[config.mk]
export PLATFORM = sky130hd
export DESIGN_NAME = stream_mux_n_1_flat
export DESIGN_NICKNAME = d
export VERILOG_FILES = /design/src/rtl/stream_mux_n_1_if.sv /design/src/rtl/stream_mux_n_1.sv /design/src/flat_wrapper.sv
export SDC_FILE = /design/constraint.sdc
export NUM_CORES = 1
export LEC_CHECK = 0
export CORE_MARGIN = 2
export CORE_UTILIZATION = 45
export CTS_BUF_LIST = sky130_fd_sc_hd__clkbuf_8
export DETAILED_ROUTE_END_ITERATION = 7
export GPL_TIMING_DRIVEN = 0
export PLACE_DENSITY = 0.84
export SYNTH_ARGS = -nofsm -noshare
export SYNTH_HDL_FRONTEND = slang
export SYNTH_SLANG_ARGS = --single-unit
[constraint.sdc]
create_clock -name clk -period 5.07 [get_ports clk]
set_clock_uncertainty 0.05 [all_clocks]
set_input_delay 1.2675 -clock clk [delete_from_list [all_inputs] [get_ports clk]]
set_output_delay 1.2675 -clock clk [all_outputs]
set_load 0.02 [all_outputs]
[src/rtl/stream_mux_n_1_if.sv]
// Handshake/bus bundle for stream_mux_n_1: N_CH producer channels in, one registered stream out.
// STREAM_MUX_LOCK_EN adds the per-channel in_last and the registered out_last.
interface stream_mux_n_1_if #(
    parameter int N_CH = 8,
    parameter int W    = 8
);
    localparam int SEL_W = $clog2(N_CH);

    logic [N_CH*W-1:0] in_data;
    logic [N_CH-1:0]   in_valid;
    logic [N_CH-1:0]   in_ready;
    logic [SEL_W-1:0]  sel;
    logic              mode;
    logic [W-1:0]      out_data;
    logic              out_valid;
    logic              out_ready;
    logic [SEL_W-1:0]  out_ch;
`ifdef STREAM_MUX_LOCK_EN
    logic [N_CH-1:0]   in_last;
    logic              out_last;

    modport master (output in_data, in_valid, in_last, sel, mode, out_ready,
                    input  in_ready, out_data, out_valid, out_ch, out_last);
    modport slave  (input  in_data, in_valid, in_last, sel, mode, out_ready,
                    output in_ready, out_data, out_valid, out_ch, out_last);
`else
    modport master (output in_data, in_valid, sel, mode, out_ready,
                    input  in_ready, out_data, out_valid, out_ch);
    modport slave  (input  in_data, in_valid, sel, mode, out_ready,
                    output in_ready, out_data, out_valid, out_ch);
`endif
endinterface

[src/rtl/stream_mux_n_1.sv]
// N_CH-to-1 valid/ready stream mux with fixed-select or round-robin grant and a one-deep output register.
// STREAM_MUX_LOCK_EN: round-robin grants stay locked to a channel until its in_last beat transfers.
module stream_mux_n_1 #(
    parameter int N_CH = 8,
    parameter int W    = 8
) (
    input  logic                clk,
    input  logic                rst,
    stream_mux_n_1_if.slave     mux_if
);
    localparam int SEL_W = $clog2(N_CH);

    logic             out_valid_q, out_valid_d;
    logic [W-1:0]     out_data_q, out_data_d;
    logic [SEL_W-1:0] out_ch_q, out_ch_d;
    logic [SEL_W-1:0] rr_ptr_q, rr_ptr_d;
    logic             load_en, granted, xfer;
    logic [SEL_W-1:0] grant, cand;
`ifdef STREAM_MUX_LOCK_EN
    logic             lock_q, lock_d;
    logic [SEL_W-1:0] lock_ch_q, lock_ch_d;
    logic             out_last_q, out_last_d;
`endif

    assign load_en = !out_valid_q || mux_if.out_ready;

    always_comb begin
        granted = 1'b0;
        grant   = '0;
        cand    = '0;
        if (!mux_if.mode) begin
            if (int'(mux_if.sel) < N_CH && mux_if.in_valid[mux_if.sel]) begin
                granted = 1'b1;
                grant   = mux_if.sel;
            end
        end
`ifdef STREAM_MUX_LOCK_EN
        else if (lock_q) begin
            granted = mux_if.in_valid[lock_ch_q];
            grant   = lock_ch_q;
        end
`endif
        else begin
            // Search begins one past the last winner, wrapping modulo N_CH
            for (int k = 1; k <= N_CH; k++) begin
                cand = SEL_W'((int'(rr_ptr_q) + k) % N_CH);
                if (!granted && mux_if.in_valid[cand]) begin
                    granted = 1'b1;
                    grant   = cand;
                end
            end
        end
    end

    // rst gates the handshake so no beat is accepted while the register is held clear
    assign xfer            = granted && load_en && !rst;
    assign mux_if.in_ready = xfer ? (N_CH'(1) << grant) : '0;

    always_comb begin
        out_valid_d = out_valid_q;
        out_data_d  = out_data_q;
        out_ch_d    = out_ch_q;
        rr_ptr_d    = rr_ptr_q;
`ifdef STREAM_MUX_LOCK_EN
        lock_d      = lock_q;
        lock_ch_d   = lock_ch_q;
        out_last_d  = out_last_q;
`endif
        if (out_valid_q && mux_if.out_ready) begin
            out_valid_d = 1'b0;
        end
        if (xfer) begin
            out_valid_d = 1'b1;
            out_data_d  = mux_if.in_data[int'(grant)*W +: W];
            out_ch_d    = grant;
`ifdef STREAM_MUX_LOCK_EN
            out_last_d  = mux_if.in_last[grant];
            if (mux_if.mode) begin
                if (mux_if.in_last[grant]) begin
                    lock_d   = 1'b0;
                    rr_ptr_d = grant;
                end else begin
                    lock_d    = 1'b1;
                    lock_ch_d = grant;
                end
            end
`else
            if (mux_if.mode) begin
                rr_ptr_d = grant;
            end
`endif
        end
    end

    always_ff @(posedge clk or posedge rst) begin
        if (rst) begin
            out_valid_q <= 1'b0;
            out_data_q  <= '0;
            out_ch_q    <= '0;
            rr_ptr_q    <= SEL_W'(N_CH - 1);
`ifdef STREAM_MUX_LOCK_EN
            lock_q      <= 1'b0;
            lock_ch_q   <= '0;
            out_last_q  <= 1'b0;
`endif
        end else begin
            out_valid_q <= out_valid_d;
            out_data_q  <= out_data_d;
            out_ch_q    <= out_ch_d;
            rr_ptr_q    <= rr_ptr_d;
`ifdef STREAM_MUX_LOCK_EN
            lock_q      <= lock_d;
            lock_ch_q   <= lock_ch_d;
            out_last_q  <= out_last_d;
`endif
        end
    end

    assign mux_if.out_valid = out_valid_q;
    assign mux_if.out_data  = out_data_q;
    assign mux_if.out_ch    = out_ch_q;
`ifdef STREAM_MUX_LOCK_EN
    assign mux_if.out_last  = out_last_q;
`endif
endmodule

[src/flat_wrapper.sv]
// flat-port wrapper written by rule: the top's interface ports become plain ports
module stream_mux_n_1_flat 
#(
    parameter int N_CH = 8,
    parameter int W    = 8
)
  (clk, rst, mux_if_in_data, mux_if_in_valid, mux_if_sel, mux_if_mode, mux_if_out_ready, mux_if_in_ready, mux_if_out_data, mux_if_out_valid, mux_if_out_ch);
  stream_mux_n_1_if #(.N_CH(N_CH), .W(W)) mux_if_i ();
  input  logic clk;
  input  logic rst;
  input wire logic [$bits(mux_if_i.in_data)-1:0] mux_if_in_data;
  input wire logic [$bits(mux_if_i.in_valid)-1:0] mux_if_in_valid;
  input wire logic [$bits(mux_if_i.sel)-1:0] mux_if_sel;
  input wire logic [$bits(mux_if_i.mode)-1:0] mux_if_mode;
  input wire logic [$bits(mux_if_i.out_ready)-1:0] mux_if_out_ready;
  output wire logic [$bits(mux_if_i.in_ready)-1:0] mux_if_in_ready;
  output wire logic [$bits(mux_if_i.out_data)-1:0] mux_if_out_data;
  output wire logic [$bits(mux_if_i.out_valid)-1:0] mux_if_out_valid;
  output wire logic [$bits(mux_if_i.out_ch)-1:0] mux_if_out_ch;
  assign mux_if_i.in_data = mux_if_in_data;
  assign mux_if_i.in_valid = mux_if_in_valid;
  assign mux_if_i.sel = mux_if_sel;
  assign mux_if_i.mode = mux_if_mode;
  assign mux_if_i.out_ready = mux_if_out_ready;
  assign mux_if_in_ready = mux_if_i.in_ready;
  assign mux_if_out_data = mux_if_i.out_data;
  assign mux_if_out_valid = mux_if_i.out_valid;
  assign mux_if_out_ch = mux_if_i.out_ch;
  stream_mux_n_1 #(.N_CH(N_CH), .W(W)) u_core (.clk(clk), .rst(rst), .mux_if(mux_if_i));
endmodule
==> out/qor.txt, run 1 <==
FMAX - 197 MHz
Reg clk slew, reported paths - 0.06 ns
total detailed-routing wirelength - 8680 um
slew at the pin with the worst max-slew slack - 0.621 ns
Layout fillers - 339
WP data required - 3.75 ns
first-pass GRT wire length - 13,100 um
initial core utilization - 46.6%
number of cells produced by synthesis - 231
wire per inst - 20.5 um
CP startpoint kind - input port
IO buf count - 98
GRT overflow - 0
yosys synthesis warning count - 0
ratio of cells with drive above 1 in the final layout - 32.6%
mean number of vias per cell - 6.23
category of the worst setup path capture point - output port
ys flop type - dfrtp_1
share of the cycle needed by the critical path after routing - 100%
area occupied by registers - 379 um^2
fraction of synthesized cell area taken by the top area cell type - 14.3%
number of rows in the core area - 26
layout-stage area growth over the synthesis result - 60.3%
final instance area - 3820 um^2
count of clock tree sinks - 15
sequential fraction of the synthesis area - 15.9%
final critical delay including setup and external delays - 5.07 ns
Async S/R FF share, synth - 100%
sum of internal, switching and leakage power - 2.42 mW
Worst EP arrival - 3.75 ns
count of maximum capacitance violations - 0
Worst Path Max Fanout - 10
average instance area after synthesis - 10.3 um^2
number of max-slew violations in the final report - 0
min-delay worst type - reg -> reg
cts bufs inserted - 3
PwrDens - 634 nW/um^2
number of hold buffers added after CTS - 0
library cell with the largest summed area after synthesis - mux4_1
Post-route DRC - 0
overall die width - 76.7 um
combined global-route utilization of all metal layers - 27.5%
leakage power of the design - 1.54 nW
half-perimeter wire length of the detailed placement result - 6190 um
floorplan die area - 5890 um^2
total core area - 5110 um^2
number of synthesized flops with an enable pin - 0
last weighted congestion value of the routability-driven placer - 0.931
clock root buffer master - clkbuf_8
number of library cell types mapped by synthesis - 58
crit path kind - in -> out
total number of H-tree levels - 1
# setup viols final - 0
Max rail drop VDD - 0.334 mV
area taken by multi-input logic gates - 2060 um^2
Inserted Diodes - 0
antenna violations before repair - 0
Routed Antenna Nets - 0
total placed instance area - 3450 um^2
chip height - 76.7 um
CTS tree - built
number of vias after detailed routing - 2,637
final-stage net count - 435
clk buf depth - 2
number of hold violations in the final report - 0
cell area after synthesis - 2380 um^2
largest net degree at the start of global routing - 16
post-synthesis register bit count - 15
leading post-synthesis cells by cell area - mux4_1 (14%), dfrtp_1 (13%), mux4_2 (12%), mux2i_1 (9.7%), nand2_1 (5.4%)
Iteration-0 DRC Markers - 227
vias in the first global route - 2,660
number of top-level design ports - 99
clock latency on the worst-skew pair - 0.24 ns
net count after synthesis - 312
first drt pass iteration count - 6
Slew headroom - 58.6%
Setup WS pre-CTS - -1.22 ns
fin worst setup slack - 0.00152 ns
run status - complete, no violations
==> layer usage <==
| layer | vias up | wire, um | track usage [%] |
|---|---|---|---|
| met4 | 0 | 320 | 8.36 |
| met1 | 1300 | 3300 | 34.9 |
| met2 | 142 | 4460 | 47.9 |
| li1 | 1166 | - | - |
| met3 | 29 | 595 | 4.71 |
| met5 | - | 0 | 0 |
==> kinds of logic after synthesis <==
family                   count (synthesis)  share of synthesized area [%]
multiplexers                            61                           42.6
AND/OR/NAND/NOR                         78                           15.3
XOR/XNOR                                 2                           1.05
flip-flops                              15                           15.9
buffers and inverters                   20                           5.31
AO/OA/AOI/OAI                           53                           18.8
adder cells (fa/ha/maj)                  2                           1.05
==> report_power, final <==
part	total, mW	leakage [nW]	switching, mW	internal [mW]
clock network	0.0935	0.0269	0.0400	0.0535
logic	2.09	1.34	1.04	1.05
registers	0.234	0.179	0.0505	0.184
==> worst max-delay path, cell delays in order <==
cell and delay, ns:
clkbuf_4 0.16, mux4_2 0.52, mux2i_4 0.20, a21boi_4 0.27
o21ai_4 0.11, o211a_1 0.24, a21o_4 0.22, buf_12 0.15
buf_12 0.15, nand2b_4 0.19, nor2_4 0.12, buf_6 0.13
==> layout by cell type, fill, tap and decap left out, drive strengths merged, types with 2 or more instances in the layout <==
cell,count
xnor2,2
mux2,10
inv,9
ha,2
nor2,18
and2,2
nand2b,6
nor3,3
o221ai,5
or2,2
clkdlybuf4s50,82
a21oi,3
nor2b,3
o21a,2
nand2,35
buf,42
a2bb2oi,2
o211ai,7
mux4,26
clkbuf,9
mux2i,25
dfrtp,12
o31ai,2
dfstp,3
nand3,6
and3,2
o21ai,13
a31oi,4
o211a,4
==> synthesized netlist by cell type, types with 2 or more instances <==
master    count
a21oi_1       3
a31oi_1       4
and2_1        2
and3_1        2
buf_2         4
buf_6         2
clkbuf_1      3
dfrtp_1      12
dfstp_2       3
ha_1          2
inv_1         6
mux2_2       10
mux2i_1      23
mux4_1       13
mux4_2       13
nand2_1      34
nand2b_1      6
nand3_1       6
nor2_1       17
nor2b_1       2
nor3_1        3
o211a_1       4
o211ai_1      7
o21a_1        2
o21ai_0       6
o21ai_1       6
o221ai_1      4
or2_2         2
==> state kept, by name, indices dropped and copies added (netlist names) <==
signal and cells:
u_core.mux_if.out_data 8, u_core.mux_if.out_ch 3, u_core.mux_if.out_valid 1, u_core.rr_ptr_q 3
==> layout make-up <==
| cell class | count | area share (%) |
|---|---|---|
| Clock buffer | 3 | 1.08 |
| Sequential cell | 15 | 9.93 |
| Inverter | 8 | 0.852 |
| Multi-Input combinational cell | 196 | 53.9 |
| Tap cell | 70 | 2.29 |
| Buffer | 10 | 2.69 |
| Timing Repair Buffer | 120 | 29.2 |
| Clock inverter | 1 | 0.0983 |
==> what timing repair did <==
item / CTS / global route
pin swaps: 6 / 12
gates resized for setup: 93 / 39
setup buffers: 11 / 11
endpoints found under the setup margin: 8 / 8
==> worst paths after layout <==
| path | start | to | slack (ns) | depth (start not counted) |
|---|---|---|---|---|
| setup / recovery | mux_if_in_valid[0] | mux_if_in_ready[5] | 0.002 | 12 |
| hold / removal | u_core.mux_if.out_ch[1] | u_core.mux_if.out_ch[1] | 0.43 | 2 |
| setup reg to reg | u_core.rr_ptr_q[0] | u_core.mux_if.out_data[6] | 1.32 | 16 |
| hold reg to reg | u_core.mux_if.out_ch[1] | u_core.mux_if.out_ch[1] | 0.43 | 2 |
| max in group asynchronous | rst | u_core.rr_ptr_q[1] | 3.24 | 2 |
| min in group asynchronous | rst | u_core.mux_if.out_valid | 1.36 | 2 |
==> metrics by stage <==
stage               instances  hold WS, ns  TNS (ns)  utilization [%]
floorplan                 231        0.540         0                -
global placement          399        0.410     -9.14             67.5
detailed placement        399        0.419     -9.56             67.5
CTS                       413        0.433   -0.0104             70.7
global route              423        0.444    -0.176             74.7
finish                    423        0.430         0             74.7
(Power assumes the default switching activity.)
==> inputs of run 2 (changes only) <==
CORE_UTILIZATION = 48   (was 45)
PLACE_DENSITY = 0.88   (was 0.84)
clock period = 6 ns   (was 5.07 ns; I/O delays follow)
==> run 2 against run 1 <==
Net effect: non-clock buffer count down 15; clock power down 16%; final area down 7.9%; global-route usage down 0.39 points; flip-flop and latch count unchanged; setup slack better by 0.19 ns; total power down 27%; routed wire length down 14%; core utilization down 0.80 points; critical endpoint is now mux_if_in_ready[1]; largest cell class unchanged; largest power group unchanged.
==> out/qor.txt, run 2 (same netlist as run 1, synthesis figures left out) <==
half-perimeter wire length of the detailed placement result - 6090 um (-1.7%)
Worst EP arrival - 4.26 ns (+0.51 ns)
fin worst setup slack - 0.192 ns (+0.190 ns)
final core utilization - 73.9% (-0.80 points)
Layout fillers - 338 (-0.29%)
busiest layer in global routing - met2
Slew headroom - 48.8% (-9.8 points)
chip height - 74.4 um (-3.0%)
Iteration-0 DRC Markers - 208 (-8.4%)
met1 layer usage reported by global route - 36.8% (+1.9 points)
wire per inst - 18.4 um (-10%)
count of maximum capacitance violations - 0 (unchanged)
Setup WS pre-CTS - -0.749 ns (+0.467 ns)
number of top-level design ports - 99 (unchanged)
IO buf count - 98 (unchanged)
ratio of cells with drive above 1 in the final layout - 24.0% (-8.6 points)
hold slack final - 0.438 ns (+0.00867 ns)
WP data required - 4.45 ns (+0.70 ns)
antenna violations before repair - 0 (unchanged)
number of hold violations in the final report - 0 (unchanged)
mean number of vias per cell - 6.08 (-2.5%)
area taken by multi-input logic gates - 1890 um^2 (-8.0%)
Reg clk slew, reported paths - 0.06 ns (about the same)
crit path kind - reg -> out
Post-route DRC - 0 (unchanged)
PwrDens - 503 nW/um^2 (-21%)
Max rail drop VDD - 0.303 mV (-9.1%)
final critical delay including setup and external delays - 5.81 ns
cts bufs inserted - 3 (unchanged)
leakage power of the design - 1.42 nW (-8.1%)
floorplan die area - 5540 um^2 (-5.9%)
Inserted Diodes - 0 (unchanged)
Sum Neg Setup Slack - 0 ns (unchanged)
Worst Path Max Fanout - 10 (unchanged)
overall die width - 74.4 um (-3.0%)
Routed Antenna Nets - 0 (unchanged)
clk buf depth - 2 (unchanged)
most frequent standard cell in the layout excluding fill and tap cells - clkdlybuf4s50_1
number of max-slew violations in the final report - 0 (unchanged)
CTS tree - built
slew at the pin with the worst max-slew slack - 0.763 ns (+0.142 ns)
setup repair after global routing missed its margin - false
FMAX - 172 MHz
vias in the first global route - 2,356 (-11%)
initial core utilization - 50.1% (+3.5 points)
max FFs per register - 8 (unchanged)
clock latency on the worst-skew pair - 0.24 ns (about the same)
Global Route met3 Usage - 3.79% (-0.91 points)
number of rows in the core area - 25 (-3.8%)
area occupied by registers - 379 um^2 (unchanged)
first drt pass iteration count - 4 (-2)
combined global-route utilization of all metal layers - 27.1% (-0.39 points)
largest net degree at the start of global routing - 16 (unchanged)
CP startpoint kind - flip-flop
run status - complete, no violations
total core area - 4750 um^2 (-6.9%)
number of vias after detailed routing - 2,462 (-6.6%)
most frequent cells in the layout - clkdlybuf4s50_1 (82), nand2_1 (34), mux2i_1 (20), nor2_1 (17), mux4_2 (14)
category of the worst setup path capture point - output port
total detailed-routing wirelength - 7470 um (-14%)
GRT overflow - 0 (unchanged)
min-delay worst type - reg -> reg
met2 usage - 46.5% (-1.4 points)
last weighted congestion value of the routability-driven placer - 0.935 (+0.43%)
count of clock tree sinks - 15 (unchanged)
share of the cycle needed by the critical path after routing - 96.8%
# setup viols final - 0 (unchanged)
total number of H-tree levels - 1 (unchanged)
layout-stage area growth over the synthesis result - 47.7%
first-pass GRT wire length - 11,500 um (-12%)
clock root buffer master - clkbuf_8
final-stage net count - 420 (-3.4%)
-- run 2: changes by cell type in the layout (fill, tap and decap cells not counted), moves of 2 or more --
cell	change
nor2_1	+5
clkdlybuf4s15_1	+2
nor2_4	-5
buf_4	-15
mux2i_4	-3
clkbuf_4	-2
buf_6	-7
clkbuf_2	+7
a31oi_1	+2
mux2i_2	+2
buf_2	-6
clkdlybuf4s15_2	+6
-- run 2: metrics by stage --
| step | instance area, um^2 | instances | power [mW] |
|---|---|---|---|
| 2_1_floorplan | 2380 | 231 | 1.26 |
| 3_3_place_gp | 3450 | 396 | 1.58 |
| 3_5_place_dp | 3450 | 396 | 1.62 |
| 4_1_cts | 3540 | 404 | 1.74 |
| 5_1_grt | 3520 | 405 | 1.88 |
| 6_report | 3520 | 405 | 1.77 |
-- run 2: worst max-delay path, stage by stage (launching register included) --
cell and delay, ns:
dfstp_2 0.65, buf_6 0.21, buf_8 0.17, inv_1 0.09
ha_1 0.28, clkbuf_4 0.19, mux4_2 0.57, mux2_2 0.36
nor2_1 0.19, o211ai_1 0.13, o221ai_1 0.15, o31ai_4 0.13
buf_4 0.22, or2_2 0.29, nor2_1 0.10, clkdlybuf4s15_2 0.27
-- run 2: timing repair --
action,CTS,global route
setup endpoints to repair,8,8
hold buffers,0,0
pin swaps,1,0
resized for setup,34,19
setup buffers,4,1
gates cloned,0,0
-- run 2: where the power goes --
part / total [mW] / internal [mW] / switching (mW)
clock: 0.0789 / 0.0453 / 0.0337
combinational: 1.49 / 0.741 / 0.753
sequential: 0.197 / 0.155 / 0.0418
-- run 2: final cells by class --
type / instances / share of cell area, %
Buffer: 12 / 2.88
Inverter: 8 / 0.854
Timing Repair Buffer: 103 / 28.0
Clock buffer: 3 / 1.17
Clock inverter: 1 / 0.107
Sequential cell: 15 / 10.8
Multi-Input combinational cell: 196 / 53.8
Tap cell: 67 / 2.38
-- run 2: worst paths after layout --
check / start / slack [ns] / cells past startpoint / endpoint
worst max-delay path: u_core.rr_ptr_q[0] / 0.19 / 15 / mux_if_in_ready[1]
worst min-delay path: u_core.mux_if.out_data[3] / 0.44 / 2 / u_core.mux_if.out_data[3]
worst max register to register: u_core.rr_ptr_q[0] / 1.84 / 15 / u_core.mux_if.out_data[0]
worst min register to register: u_core.mux_if.out_data[3] / 0.44 / 2 / u_core.mux_if.out_data[3]
max in group asynchronous: rst / 3.90 / 2 / u_core.rr_ptr_q[1]
min in group asynchronous: rst / 1.63 / 2 / u_core.mux_if.out_data[0]
-- run 2: routing by layer --
layer | part of all wire [%] | up-vias | wire length [um]
met5 | 0 | - | 0
met4 | 1.3 | 0 | 97
met3 | 6.3 | 14 | 472
met2 | 52 | 111 | 3910
met1 | 40 | 1199 | 2990
li1 | - | 1138 | -
